`config.mk`:
```
export PLATFORM = sky130hd
export DESIGN_NAME = fetch_queue_unit_flat
export DESIGN_NICKNAME = d
export VERILOG_FILES = /design/src/rtl/fetch_pkg.sv /design/src/rtl/fetch_queue_unit_if.sv /design/src/rtl/fetch_fifo.sv /design/src/rtl/fetch_queue_unit.sv /design/src/flat_wrapper.sv
export SDC_FILE = /design/constraint.sdc
export NUM_CORES = 1
export LEC_CHECK = 0
export ABC_AREA = 1
export ABC_CLOCK_PERIOD_IN_PS = 9420
export CORE_ASPECT_RATIO = 1.1
export CORE_MARGIN = 8
export CORE_UTILIZATION = 62
export DETAILED_ROUTE_END_ITERATION = 8
export GPL_ROUTABILITY_DRIVEN = 0
export GPL_TIMING_DRIVEN = 0
export PLACE_DENSITY_LB_ADDON = 0.1
export SYNTH_ARGS = -nofsm -noshare
export SYNTH_HDL_FRONTEND = slang
export SYNTH_SLANG_ARGS = --single-unit
export TNS_END_PERCENT = 5
```
`constraint.sdc`:
```
create_clock -name clk -period 9.42 [get_ports clk]
set_input_delay 1.884 -clock clk [delete_from_list [all_inputs] [get_ports clk]]
set_output_delay 1.884 -clock clk [all_outputs]
set_load 0.1 [all_outputs]
```
`src/rtl/fetch_pkg.sv`:
```
`default_nettype none
// ============================================================================
// Package  : fetch_pkg
// Purpose  : Shared types and constants for the instruction-fetch front end.
// Revision : 1.0 - initial release
// ============================================================================
package fetch_pkg;

    localparam int          FETCH_XLEN = 32;
    localparam int          INSTR_W    = 32;
    localparam int          PC_STEP    = 4;
    localparam logic [31:0] NOP_INSTR  = 32'h0000_0013;

    typedef enum logic [1:0] {
        IDLE = 2'd0,
        REQ  = 2'd1,
        DROP = 2'd2
    } fetch_state_t;

    typedef struct packed {
        logic [FETCH_XLEN-1:0] pc;
        logic [INSTR_W-1:0]    instr;
    } fetch_entry_t;

endpackage
`default_nettype wire

```
`src/rtl/fetch_queue_unit_if.sv`:
```
`default_nettype none
// ============================================================================
// Interface : fetch_queue_unit_if
// Purpose   : Instruction-memory, redirect and IF/ID handshake bundle.
// Revision  : 1.0 - initial release
// ============================================================================
interface fetch_queue_unit_if #(
    parameter int XLEN  = 32,
    parameter int DEPTH = 4
);
    logic                     imem_req;
    logic [XLEN-1:0]          imem_addr;
    logic                     imem_ack;
    logic [31:0]              imem_rdata;
    logic                     redirect;
    logic [XLEN-1:0]          redirect_pc;
    logic                     id_ready;
    logic                     if_valid;
    logic [XLEN-1:0]          if_pc;
    logic [XLEN-1:0]          if_pc_plus4;
    logic [31:0]              if_instr;
    logic [$clog2(DEPTH):0]   q_count;

    modport master (
        output imem_req, imem_addr, if_valid, if_pc, if_pc_plus4, if_instr, q_count,
        input  imem_ack, imem_rdata, redirect, redirect_pc, id_ready
    );

    modport slave (
        input  imem_req, imem_addr, if_valid, if_pc, if_pc_plus4, if_instr, q_count,
        output imem_ack, imem_rdata, redirect, redirect_pc, id_ready
    );
endinterface
`default_nettype wire

```
`src/rtl/fetch_fifo.sv`:
```
`default_nettype none
// ============================================================================
// Module   : fetch_fifo
// Purpose  : Synchronous FIFO with push/pop/clear and occupancy count.
// Revision : 1.0 - initial release
// ============================================================================
module fetch_fifo #(
    parameter int WIDTH = 64,
    parameter int DEPTH = 4
) (
    input  wire logic                   clk,
    input  wire logic                   rst_n,
    input  wire logic                   i_push,
    input  wire logic                   i_pop,
    input  wire logic                   i_clear,
    input  wire logic [WIDTH-1:0]       i_wdata,
    output logic      [WIDTH-1:0]       o_rdata,
    output logic      [$clog2(DEPTH):0] o_count
);
    localparam int AW = $clog2(DEPTH);

    logic [WIDTH-1:0] r_mem [DEPTH];
    logic [AW-1:0]    r_wr_ptr;
    logic [AW-1:0]    r_rd_ptr;
    logic [AW:0]      r_count;
    logic             w_do_push;
    logic             w_do_pop;

    assign w_do_push = i_push && (r_count != (AW+1)'(DEPTH));
    assign w_do_pop  = i_pop  && (r_count != '0);
    assign o_rdata   = r_mem[r_rd_ptr];
    assign o_count   = r_count;

    // Pointers wrap naturally because DEPTH is a power of two.
    always_ff @(posedge clk or negedge rst_n) begin
        if (!rst_n) begin
            r_wr_ptr <= '0;
            r_rd_ptr <= '0;
            r_count  <= '0;
        end else if (i_clear) begin
            r_wr_ptr <= '0;
            r_rd_ptr <= '0;
            r_count  <= '0;
        end else begin
            if (w_do_push) r_wr_ptr <= r_wr_ptr + AW'(1);
            if (w_do_pop)  r_rd_ptr <= r_rd_ptr + AW'(1);
            r_count <= r_count + (AW+1)'(w_do_push) - (AW+1)'(w_do_pop);
        end
    end

    always_ff @(posedge clk) begin
        if (w_do_push && !i_clear) r_mem[r_wr_ptr] <= i_wdata;
    end

endmodule
`default_nettype wire

```
`src/rtl/fetch_queue_unit.sv`:
```
`default_nettype none
// ============================================================================
// Module   : fetch_queue_unit
// Purpose  : Fetch PC owner, one-outstanding IMEM requester and decoupling
//            queue feeding IF/ID. Optional macro FETCH_BYPASS_EN forwards the
//            returning word straight to IF_* when the queue is empty.
// Revision : 1.0 - initial release
// ============================================================================
module fetch_queue_unit
    import fetch_pkg::*;
#(
    parameter int              XLEN     = 32,
    parameter int              DEPTH    = 4,
    parameter logic [XLEN-1:0] RESET_PC = '0
) (
    input wire logic           clk,
    input wire logic           rst_n,
    fetch_queue_unit_if.master bus
);
    localparam int CW = $clog2(DEPTH) + 1;
    localparam int EW = XLEN + INSTR_W;

    fetch_state_t       r_state;
    logic               r_req;
    logic [XLEN-1:0]    r_addr;
    logic [XLEN-1:0]    r_target;
    logic [XLEN-1:0]    r_last_pc;
    logic [INSTR_W-1:0] r_last_instr;

    logic [EW-1:0]      w_head;
    logic [CW-1:0]      w_count;
    logic [CW:0]        w_count_next;
    logic [XLEN-1:0]    w_redir_pc;
    logic               w_ack_live;
    logic               w_bypass;
    logic               w_push;
    logic               w_pop;
    logic               w_slot_free;
    logic               w_if_valid;
    logic [XLEN-1:0]    w_if_pc;
    logic [INSTR_W-1:0] w_if_instr;

    assign w_redir_pc = bus.redirect_pc & ~XLEN'(3);
    assign w_ack_live = (r_state == REQ) && r_req && bus.imem_ack;

`ifdef FETCH_BYPASS_EN
    assign w_bypass = w_ack_live && (w_count == '0) && bus.id_ready && !bus.redirect;
`else
    assign w_bypass = 1'b0;
`endif

    assign w_push = w_ack_live && !bus.redirect && !w_bypass;
    assign w_pop  = (w_count != '0) && bus.id_ready && !bus.redirect;

    // Occupancy after this edge; a new request is only issued into a reserved slot.
    assign w_count_next = {1'b0, w_count} + (CW+1)'(w_push) - (CW+1)'(w_pop);
    assign w_slot_free  = w_count_next < (CW+1)'(DEPTH);

    fetch_fifo #(
        .WIDTH (EW),
        .DEPTH (DEPTH)
    ) u_fifo (
        .clk     (clk),
        .rst_n   (rst_n),
        .i_push  (w_push),
        .i_pop   (w_pop),
        .i_clear (bus.redirect),
        .i_wdata ({r_addr, bus.imem_rdata}),
        .o_rdata (w_head),
        .o_count (w_count)
    );

    always_ff @(posedge clk or negedge rst_n) begin
        if (!rst_n) begin
            r_state  <= IDLE;
            r_req    <= 1'b0;
            r_addr   <= RESET_PC;
            r_target <= RESET_PC;
        end else begin
            case (r_state)
                IDLE: begin
                    r_state <= REQ;
                    if (bus.redirect) r_addr <= w_redir_pc;
                end
                REQ: begin
                    if (bus.redirect) begin
                        // An unanswered request must complete before the address may move.
                        if (r_req && !bus.imem_ack) begin
                            r_state  <= DROP;
                            r_target <= w_redir_pc;
                        end else begin
                            r_addr <= w_redir_pc;
                            r_req  <= 1'b1;
                        end
                    end else if (!r_req || bus.imem_ack) begin
                        if (r_req) r_addr <= r_addr + XLEN'(PC_STEP);
                        r_req <= w_slot_free;
                    end
                end
                DROP: begin
                    if (bus.imem_ack) begin
                        r_addr  <= bus.redirect ? w_redir_pc : r_target;
                        r_req   <= 1'b1;
                        r_state <= REQ;
                    end else if (bus.redirect) begin
                        r_target <= w_redir_pc;
                    end
                end
                default: begin
                    r_state <= IDLE;
                    r_req   <= 1'b0;
                end
            endcase
        end
    end

    // Last consumed word, shown on IF_* while the queue is empty.
    always_ff @(posedge clk or negedge rst_n) begin
        if (!rst_n) begin
            r_last_pc    <= '0;
            r_last_instr <= '0;
        end else if (w_pop || w_bypass) begin
            r_last_pc    <= w_if_pc;
            r_last_instr <= w_if_instr;
        end
    end

    always_comb begin
        w_if_valid = (w_count != '0);
        w_if_pc    = r_last_pc;
        w_if_instr = r_last_instr;
        if (w_count != '0) {w_if_pc, w_if_instr} = w_head;
        if (w_bypass) begin
            w_if_valid = 1'b1;
            w_if_pc    = r_addr;
            w_if_instr = bus.imem_rdata;
        end
    end

    assign bus.imem_req    = r_req;
    assign bus.imem_addr   = r_addr;
    assign bus.if_valid    = w_if_valid;
    assign bus.if_pc       = w_if_pc;
    assign bus.if_pc_plus4 = w_if_pc + XLEN'(PC_STEP);
    assign bus.if_instr    = w_if_instr;
    assign bus.q_count     = w_count;

endmodule
`default_nettype wire
```
`src/flat_wrapper.sv`:
```
// flat-port wrapper written by rule: the top's interface ports become plain ports
module fetch_queue_unit_flat import fetch_pkg::*;
#(
    parameter int              XLEN     = 32,
    parameter int              DEPTH    = 4,
    parameter logic [XLEN-1:0] RESET_PC = '0
)
  (clk, rst_n, bus_imem_req, bus_imem_addr, bus_if_valid, bus_if_pc, bus_if_pc_plus4, bus_if_instr, bus_q_count, bus_imem_ack, bus_imem_rdata, bus_redirect, bus_redirect_pc, bus_id_ready);
  fetch_queue_unit_if #(.XLEN(XLEN), .DEPTH(DEPTH)) bus_i ();
  input wire logic clk;
  input wire logic rst_n;
  output wire logic [$bits(bus_i.imem_req)-1:0] bus_imem_req;
  output wire logic [$bits(bus_i.imem_addr)-1:0] bus_imem_addr;
  output wire logic [$bits(bus_i.if_valid)-1:0] bus_if_valid;
  output wire logic [$bits(bus_i.if_pc)-1:0] bus_if_pc;
  output wire logic [$bits(bus_i.if_pc_plus4)-1:0] bus_if_pc_plus4;
  output wire logic [$bits(bus_i.if_instr)-1:0] bus_if_instr;
  output wire logic [$bits(bus_i.q_count)-1:0] bus_q_count;
  input wire logic [$bits(bus_i.imem_ack)-1:0] bus_imem_ack;
  input wire logic [$bits(bus_i.imem_rdata)-1:0] bus_imem_rdata;
  input wire logic [$bits(bus_i.redirect)-1:0] bus_redirect;
  input wire logic [$bits(bus_i.redirect_pc)-1:0] bus_redirect_pc;
  input wire logic [$bits(bus_i.id_ready)-1:0] bus_id_ready;
  assign bus_imem_req = bus_i.imem_req;
  assign bus_imem_addr = bus_i.imem_addr;
  assign bus_if_valid = bus_i.if_valid;
  assign bus_if_pc = bus_i.if_pc;
  assign bus_if_pc_plus4 = bus_i.if_pc_plus4;
  assign bus_if_instr = bus_i.if_instr;
  assign bus_q_count = bus_i.q_count;
  assign bus_i.imem_ack = bus_imem_ack;
  assign bus_i.imem_rdata = bus_imem_rdata;
  assign bus_i.redirect = bus_redirect;
  assign bus_i.redirect_pc = bus_redirect_pc;
  assign bus_i.id_ready = bus_id_ready;
  fetch_queue_unit #(.XLEN(XLEN), .DEPTH(DEPTH), .RESET_PC(RESET_PC)) u_core (.clk(clk), .rst_n(rst_n), .bus(bus_i));
endmodule
```
==> summary.md <==
| Metric | Value |
|---|---|
| Max_slew headroom | 0.290 |
| Fin. Hold Viols | 0 |
| Async set-reset flop share out of synthesis | 0.350 |
| GRT overflow | 0 |
| Starting density of the core | 0.624 |
| Antenna viol nets, final | 0 |
| Clk root buf | clkbuf_16 |
| Worst Reg-to-Reg Cells | 13 |
| Share of cells above drive strength 1 | 0.0781 |
| Worst skew pair latency | 560 ps |
| Post-CTS Resized | 0 |
| Worst setup SP type | flop |
| CTS Buffer Depth | 3 |
| Via count | ~17k |
| Cell count after placement | approximately 2.8k |
| Post-Layout Cell Count | ~3k |
| Hpwl dp | just under 40,000 um |
| Hold buffer count at cts | 0 |
| Synth Warn # | 0 |
| Routed wire per std cell | ~19 um |
| Row count | 68 |
| Max incr delay on CP | between 1000 and 1500 ps |
| Worst path arrival time | 4190 ps |
| Fin. max-slew vios | 0 |
| DRT iter0 DRCs | ~1.8k |
| # setup viols final | 0 |
| EDFF count, synth | 256 |
| Worst path depth | 12 |
| Chain of cells forming the critical path | inv_1 > buf_4 > o21ai_0 > o21ai_1 > o21a_1 > ha_1 > nand2_1 > nor2_2 > nand2_2 > nor2_4 > xor2_1 > clkdlybuf4s50_1 |
| CP bufs+invs | 3 |
| Final setup TNS | 0 ps |
| Largest net degree at the start of global routing | 88 |
| CP Capture Type | output pin |
| Routed wire length | ~54,000 um |
| Initial antenna violation count | 2 |
| Clock sink count | approximately 400 |
| Vias in the first global route | roughly 16k |
| RSZ-0062 raised after global routing | false |
| Hold path depth | 2 |
| CP delay by family, top | buffers and inverters |
| Status | completed |
| Yosys cell types | 43 |
| Htree depth | 2 |
| Net Count, Synth | about 2.3k |
| Synth Register Bits | around 390 |
| Die Ht | just over 200 um |
| Number of post-CTS setup repair buffers | 0 |
| Slew @ Worst Pin | 1060 ps |
| DRC | 0 |
| Cells after Synth | around 2.2k |
| Die Width | 185 um |
| FILL cells | around 2.2k |
| Cell area after synthesis | approximately 19,000 um2 |
| CTS Buf Count | 40 |
| Top_reg_cell synth | edfxtp_1 |
| Full die area | approximately 37,000 um2 |
| First-pass GRT wire length | 85,600 um |
| Clock transition at the registers of the reported paths | 70 ps |
| Area Growth Syn to Fin | 20.9% |
| DRT Pass-1 Iters | 5 |
| CP Max Fanout | 10 |
| Fmax | about 160 MHz |
| Final min period | just over 6000 ps |
| Vias/cell | 5.67 |
| Sequential cell area | 11,100 um2 |
| Skew final | 13.6 ps |
| Worst EP required | 7540 ps |
| Top Ports | around 200 |
| Syn avg cell area | approximately 8.8 um2 |
| Final worst-path cycle share | 0.645 |
| Max Cap Viol | 0 |
| Area of the multi-input gates | 6830 um2 |
| Crit Path Category | reg -> out |
| Core Region | just over 30,000 um2 |
| TritonCTS clock tree | yes |
| Total Routing Usage GR | 0.291 |
| Slowest-stage cell, CP | clkdlybuf4s50_1 |
| Port-buffer cells | between 150 and 200 |
| Sequential element share of the synthesized area | 0.575 |
| Number of nets in the layout | between 2k and 3k |
| Hold/Removal Path Class | reg -> reg |
-- path summary, 6_finish.rpt --
check                                          startpoint                       end  slack (ps)
worst max register to register   u_core.u_fifo.o_count[1]  u_core.u_fifo.o_count[2]        5880
max in group asynchronous                           rst_n  u_core.bus.imem_addr[22]        7230
worst max-delay path            u_core.u_fifo.r_rd_ptr[1]       bus_if_pc_plus4[12]        3340
min in group asynchronous                           rst_n   u_core.r_last_instr[11]        1310
worst min-delay path                 u_core.r_last_pc[13]      u_core.r_last_pc[13]         480
worst min register to register       u_core.r_last_pc[13]      u_core.r_last_pc[13]         480
-- cell families after synthesis --
| kind of cell | share of synthesized area |
|---|---|
| xor+xnor | 0.0113 |
| buf+inv | 0.0748 |
| simple gates | 0.228 |
| fa+ha+maj | 0.0114 |
| compound gates | 0.0997 |
| flops | 0.575 |
-- worst min-delay path, cell delays in order, from the launching register on --
cell	delay [ps]
dfrtp_1	350
nand2_1	60
nand2_1	50
-- cell usage after synthesis, types with 2 or more instances --
master | number | area [um2]
clkbuf_1 | 53 | 199
nor2_1 | 211 | 792
and2_1 | 2 | 12.5
xnor2_1 | 2 | 17.5
nor2_4 | 5 | 56.3
a22oi_1 | 2 | 15.0
inv_2 | 6 | 22.5
buf_4 | 13 | 97.6
xor2_1 | 23 | 201
nand2_2 | 23 | 144
ha_1 | 16 | 200
a21boi_0 | 2 | 15.0
inv_1 | 227 | 852
buf_1 | 3 | 11.3
o22ai_1 | 37 | 231
dfrtp_1 | 138 | 3450
nor2_2 | 14 | 87.6
a41oi_1 | 2 | 17.5
o211ai_1 | 6 | 45.0
nand3_1 | 101 | 505
nand2_1 | 681 | 2560
buf_2 | 25 | 125
a221oi_1 | 5 | 43.8
nor3_1 | 9 | 45.0
o21ai_1 | 32 | 160
o21a_1 | 2 | 15.0
a211oi_1 | 6 | 45.0
nand4_1 | 5 | 31.3
nor3b_1 | 2 | 15.0
buf_6 | 12 | 135
edfxtp_1 | 256 | 7690
clkinv_1 | 2 | 7.51
or2_2 | 17 | 106
nand3b_1 | 5 | 37.5
o21ai_0 | 229 | 1150
a21oi_1 | 33 | 165
-- final cells by class --
type / instances / share of cell area
Inverter: 235 / 0.0376
Antenna cell: 3 / 0.000320
Clock inverter: 19 / 0.00731
Multi-Input combinational cell: 1479 / 0.291
Tap cell: 420 / 0.0224
Sequential cell: 394 / 0.475
Timing Repair Buffer: 208 / 0.0934
Clock buffer: 55 / 0.0482
Buffer: 106 / 0.0242
-- flip-flops by register name (all words and copies together), names as in the netlist --
register and cells:
u_core.bus.imem_addr 32, u_core.bus.imem_req 1, u_core.r_last_instr 32, u_core.r_last_pc 32
u_core.r_state 2, u_core.r_target 32, u_core.u_fifo.o_count 3, u_core.u_fifo.r_mem 256
u_core.u_fifo.r_rd_ptr 2, u_core.u_fifo.r_wr_ptr 2
-- per-layer routing --
layer / track usage / part of all wire / up-vias
li1: - / - / 7720
met3: 0.0595 / 0.10 / 134
met2: 0.472 / 0.47 / 919
met1: 0.380 / 0.40 / 7769
met4: 0.111 / 0.031 / 0
met5: 0 / 0 / -
-- placed cells by master, fill, tap and decap left out, drive strengths merged, types with 3 or more instances in the layout --
| cell | Yosys | routed |
|---|---|---|
| a211oi | 6 | 6 |
| a21oi | 33 | 33 |
| a221oi | 5 | 5 |
| buf | 53 | 63 |
| clkbuf | 53 | 108 |
| clkdlybuf4s50 | 0 | 198 |
| clkinv | 2 | 14 |
| dfrtp | 138 | 138 |
| diode | 0 | 3 |
| edfxtp | 256 | 256 |
| ha | 16 | 16 |
| inv | 233 | 237 |
| nand2 | 705 | 705 |
| nand3 | 102 | 102 |
| nand3b | 5 | 5 |
| nand4 | 5 | 5 |
| nor2 | 230 | 230 |
| nor3 | 9 | 9 |
| o211ai | 6 | 6 |
| o21ai | 261 | 261 |
| o22ai | 37 | 37 |
| or2 | 19 | 19 |
| xor2 | 23 | 23 |
-- stage by stage --
step / setup slack [ps] / cell area (um2) / util / hold slack, ps
5_1_grt: 3200 / 23400 / 0.755 / 510
3_3_place_gp: 468 / 21900 / 0.705 / 465
4_1_cts: 3370 / 23400 / 0.754 / 485
2_1_floorplan: 2870 / 19400 / - / 449
6_report: 3340 / 23400 / 0.755 / 483
3_5_place_dp: 4030 / 22100 / 0.713 / 467
Power is not shown: default switching activity piles up to over one toggle a cycle in this logic, so the estimate is an artifact.
